===== src/rtl/seq_match_monitor.sv =====
// seq_match_monitor: counts match pulses from the serial sequence detector,
// raises a level interrupt at a programmable threshold (held until acked),
// flags counter saturation, and optionally measures match-to-match spacing.
// Optional feature macro: MATCH_INTERVAL_EN (interval timer and outputs).
module seq_match_monitor #(
  parameter int CNT_W = 8,
  parameter int IVL_W = 16
) (
  input  logic             clk,
  input  logic             reset,
  input  logic             match_in,
  input  logic             enable,
  input  logic             clr,
  input  logic [CNT_W-1:0] thresh,
  input  logic             irq_ack,
  output logic [CNT_W-1:0] match_cnt,
  output logic             irq,
  output logic             ovf,
  output logic             ivl_valid,
  output logic [IVL_W-1:0] last_ivl,
  output logic [IVL_W-1:0] min_ivl
);

  typedef enum logic [1:0] {
    DISABLED,
    ARMED,
    ALERT
  } state_t;

  localparam logic [CNT_W-1:0] CNT_MAX = '1;

  state_t           state, state_nxt;
  logic [CNT_W-1:0] cnt_q, cnt_nxt;
  logic             ovf_q, ovf_nxt;

  // State, counter and overflow registers
  always_ff @(posedge clk or posedge reset) begin
    if (reset) begin
      state <= DISABLED;
      cnt_q <= '0;
      ovf_q <= 1'b0;
    end else begin
      state <= state_nxt;
      cnt_q <= cnt_nxt;
      ovf_q <= ovf_nxt;
    end
  end

  // Next-state and next-count: clr > enable low > irq_ack > match_in
  always_comb begin
    state_nxt = state;
    cnt_nxt   = cnt_q;
    ovf_nxt   = ovf_q;
    if (clr) begin
      state_nxt = enable ? ARMED : DISABLED;
      cnt_nxt   = '0;
      ovf_nxt   = 1'b0;
    end else if (!enable) begin
      state_nxt = DISABLED;
    end else begin
      case (state)
        DISABLED: state_nxt = ARMED;
        ARMED, ALERT: begin
          if (state == ALERT && irq_ack) begin
            // Ack restarts the count; a match in the ack cycle counts as 1
            // and the restarted count is compared against thresh again.
            cnt_nxt   = match_in ? CNT_W'(1) : '0;
            state_nxt = (thresh != '0 && cnt_nxt >= thresh) ? ALERT : ARMED;
          end else if (match_in) begin
            if (cnt_q == CNT_MAX) ovf_nxt = 1'b1;
            else                  cnt_nxt = cnt_q + 1'b1;
            if (thresh != '0 && cnt_nxt >= thresh) state_nxt = ALERT;
          end
        end
        default: state_nxt = DISABLED;
      endcase
    end
  end

  // Outputs: irq is a pure decode of the registered state
  always_comb begin
    irq       = (state == ALERT);
    match_cnt = cnt_q;
    ovf       = ovf_q;
  end

`ifdef MATCH_INTERVAL_EN
  logic [IVL_W-1:0] timer_q, last_q, min_q;
  logic             valid_q;
  logic             running;
  logic             counted;

  // A match is counted whenever the monitor is active (ack cycles included)
  always_comb begin
    running = !clr && enable && (state == ARMED || state == ALERT);
    counted = running && match_in;
  end

  // Interval timer; it idles at 0 until the first match starts it, so the
  // first match after reset/clr never produces a capture.
  always_ff @(posedge clk or posedge reset) begin
    if (reset) begin
      timer_q <= '0;
      last_q  <= '0;
      min_q   <= '1;
      valid_q <= 1'b0;
    end else if (clr) begin
      timer_q <= '0;
      last_q  <= '0;
      min_q   <= '1;
      valid_q <= 1'b0;
    end else if (counted) begin
      timer_q <= IVL_W'(1);
      if (timer_q != '0) begin
        last_q  <= timer_q;
        valid_q <= 1'b1;
        if (timer_q < min_q) min_q <= timer_q;
      end
    end else if (running && timer_q != '0 && timer_q != '1) begin
      timer_q <= timer_q + 1'b1;
    end
  end

  // Interval outputs
  always_comb begin
    ivl_valid = valid_q;
    last_ivl  = last_q;
    min_ivl   = min_q;
  end
`else
  // Interval outputs tied off when the timer is not built
  always_comb begin
    ivl_valid = 1'b0;
    last_ivl  = '0;
    min_ivl   = '0;
  end
`endif

endmodule


===== config.mk =====
export PLATFORM = sky130hd
export DESIGN_NAME = seq_match_monitor
export DESIGN_NICKNAME = d
export VERILOG_FILES = /design/src/rtl/seq_match_monitor.sv
export SDC_FILE = /design/constraint.sdc
export NUM_CORES = 1
export LEC_CHECK = 0
export BUFFER_PORTS_ARGS = -buffer_cell sky130_fd_sc_hd__buf_4
export CAP_MARGIN = 5
export CORE_MARGIN = 2
export CORE_UTILIZATION = 40
export DETAILED_ROUTE_END_ITERATION = 8
export PLACE_DENSITY = 0.76
export SLEW_MARGIN = 20
export SYNTH_ARGS = -nofsm -noshare
export SYNTH_HDL_FRONTEND = slang
export SYNTH_SLANG_ARGS = --single-unit

===== constraint.sdc =====
create_clock -name clk -period 4.95 [get_ports clk]
set_input_delay 0.2475 -clock clk [delete_from_list [all_inputs] [get_ports clk]]
set_output_delay 0.2475 -clock clk [all_outputs]
set_load 0.01 [all_outputs]

==> flow_metrics.tcl <==
set metrics [dict create \
    yosys_warnings 0 \
    total_leakage_power_nw 0.740 \
    setup_viol 0 \
    nNetsFinal 211 \
    worst_setup_path_end_kind "flop" \
    holdPathStages 2 \
    area_growth_pct 9.74 \
    r2r_start "match_cnt[0]" \
    min_period_over_period 0.599 \
    track_usage 0.149 \
    maxCapViolCount 0 \
    finalClockSkew_ns 0.00555 \
    r2r_cells 10 \
    cp_top_family "compound AO/OA/AOI/OAI gates" \
    root_buffer "clkbuf_4" \
    drc 0 \
    grt_max_degree 12 \
    grt_antenna_before_repair 0 \
    vias_per_cell 4.66 \
    worst_hold_path.endpoint "match_cnt[0]" \
    ios 57 \
    r2r-end "state[1]" \
    cpPeakStageDelay_ns 0.46 \
    peakVddDrop_mv 0.133 \
    power-per-cell-area_nw_per_um2 170 \
    path_cells "ha_1, a41oi_1, nand3_1, xnor2_1, ha_1, a211oi_1, nor2_1, nor4b_1, a32oi_1, mux2_1" \
    dieArea_sq_um 3680 \
    cts_made_buffers 3 \
    gp_congestion 0.888 \
    firstDrtPassIters 4 \
    grt_remaining_overflow 0 \
    p_comb_frac 0.332 \
    tns_ns 0 \
    hold_path_class "in2reg" \
    cp_common_cell "ha_1" \
    cts.sinks 11 \
    worstPathMaxFanout 7 \
    clk_pin_slew_ns 0.07 \
    place_area_sq_um 1370 \
    syn_area_per_cell_sq_um 8.08 \
    intPower_w 0.000157 \
    worstHoldStart "clr" \
    grt_pass1_vias 885 \
    seq_area_frac_synth 0.214 \
    p_sw_frac 0.346 \
    critPathSlowestCell "dfrtp_1" \
    netlist_area_sq_um 1280 \
    initialDrtViolationCount 46 \
    status "complete, no violations" \
    synth_cell_type_count 41 \
    ys_ff_latch 11 \
    max-clock-path-buffers 2 \
    layout-drive-gt1-share 0.169 \
    holdWs_ns 0.190 \
    antenna_left 0 \
    multi_input_area_sq_um 815 \
    fin_area_sq_um 1410 \
    path_buf_inv 0 \
    grt_pass1_wl_mm 4.00 \
    die_width_um 60.7 \
    cp.arrival_ns 3.12 \
    clock_power_share 0.256 \
    core_sq_um 3050 \
    cts_resized 0 \
    cts_setup_buffers 0 \
    seqPwrFrac 0.413 \
    crit_type "reg2reg" \
    fin_crit_ns 2.96 \
    cts_tree "done" \
    wl_per_cell_um 10.7 \
    regArea_sq_um 275 \
    h-tree-depth 1 \
    dp_cells 222 \
    hold_viol_final 0 \
    n_antenna_cell 0 \
    slew_violations 0 \
    r2r_setup_slack_ns 1.99 \
    wl_mm 2.42 \
    max_freq_mhz 337 \
    hpwl_mm 2.02 \
    rsz0062_at_grt "no" \
    stdcell_count 227 \
    fill_cells 330 \
    clk_latency_ns 0.27 \
    start_util 0.421 \
    via_count 1057 \
    switchingPower_w 0.0000831 \
    die_height_um 60.7 \
    io_buffers 23 \
    start_kind "flop" \
    syn-instance-count 159 \
    required_ns 5.11 \
    num_rows 20 \
]
timing repair:
| action | 4_1_cts | 5_1_grt |
|---|---|---|
| hold buffers | 1 | 0 |
| hold endpoints to repair | 11 | 0 |
| setup endpoints to repair | 0 | 0 |
logic make-up after synthesis:
kind of cell | share of synthesized area
other cells | 0.00292
xor+xnor | 0.0273
flops | 0.214
mux | 0.0253
buf+inv | 0.245
compound gates | 0.162
simple gates | 0.197
fa+ha+maj | 0.127
power groups by stage:
stage	clock network, W	registers, W	logic (W)
after floorplan	0	0.000100	0.0000736
after global placement	0	0.000100	0.0000777
after detailed placement	0	0.000101	0.0000788
after CTS	0.0000660	0.0000990	0.0000797
after global routing	0.0000694	0.0000997	0.0000902
final	0.0000614	0.0000991	0.0000796
registers in the layout (all words and copies together), names as in the netlist:
| signal | count |
|---|---|
| match_cnt | 8 |
| state | 2 |
| ovf | 1 |
synth_stat cells (all sizes together):
cell type	n	area [sq um]
or4	1	11.3
a2111oi	1	15.0
a32oi	1	8.76
a31oi	5	31.3
o211ai	1	7.51
a22o	2	17.5
or2	1	6.26
nand3	5	25.0
a41oi	1	8.76
and2	1	6.26
nand2	14	52.6
o31ai	2	15.0
conb	1	3.75
buf	33	248
a211oi	2	15.0
xnor2	3	26.3
and3	1	6.26
and3b	1	8.76
ha	13	163
mux2	2	22.5
a21oi	6	30.0
a211o	1	8.76
nand4	2	12.5
a21o	2	15.0
o21ai	5	25.0
clkbuf	3	11.3
dfrtp	11	275
a32o	1	10.0
nand2b	2	12.5
nor4b	1	8.76
and4	1	8.76
nor4	2	27.5
or3	1	6.26
nor2b	3	18.8
nor2	9	33.8
nand3b	1	7.51
mux2i	1	10.0
xor2	1	8.76
inv	15	56.3
routing by layer:
layer / share of wire / vias up / global-route usage
li1: - / 537 / -
met1: 0.45 / 474 / 0.195
met2: 0.47 / 42 / 0.237
met3: 0.069 / 4 / 0.0490
met4: 0.014 / 0 / 0.0373
met5: 0 / - / 0
cell type report:
class	count	area share
repair buffers	24	0.130
flip-flops and latches	11	0.195
inverters	15	0.0399
well taps	44	0.0390
multi-input cells	129	0.578
clock buffers	4	0.0186
worst max-delay path by stage:
stage / to / startpoint / slack [ns] / depth (start not counted)
2_1_floorplan: state[1] / match_cnt[4] / 2.14 / 11
3_3_place_gp: state[1] / match_cnt[0] / 2.12 / 10
3_5_place_dp: state[1] / match_cnt[0] / 2.00 / 10
4_1_cts: state[1] / match_cnt[0] / 1.98 / 10
5_1_grt: state[1] / match_cnt[0] / 1.79 / 10
6_report: state[1] / match_cnt[0] / 1.99 / 10
cell usage in the layout (no fill, tap or decap), drive strengths merged, types with 3 or more instances in the layout:
| cell | n |
|---|---|
| a21oi | 6 |
| a31oi | 5 |
| buf | 23 |
| clkbuf | 4 |
| conb | 33 |
| dfrtp | 11 |
| ha | 13 |
| inv | 15 |
| nand2 | 14 |
| nand3 | 5 |
| nor2 | 9 |
| nor2b | 3 |
| o21ai | 5 |
| xnor2 | 3 |
through the flow:
| stage | utilization | worst slack [ns] | total power (W) |
|---|---|---|---|
| 4_1_cts | 0.462 | 1.98 | 0.000245 |
| 3_3_place_gp | 0.450 | 2.12 | 0.000178 |
| 5_1_grt | 0.462 | 1.79 | 0.000259 |
| 2_1_floorplan | - | 2.14 | 0.000174 |
| 3_5_place_dp | 0.450 | 2.00 | 0.000180 |
| 6_report | 0.462 | 1.99 | 0.000240 |
Power figures use the tool's default switching activity.
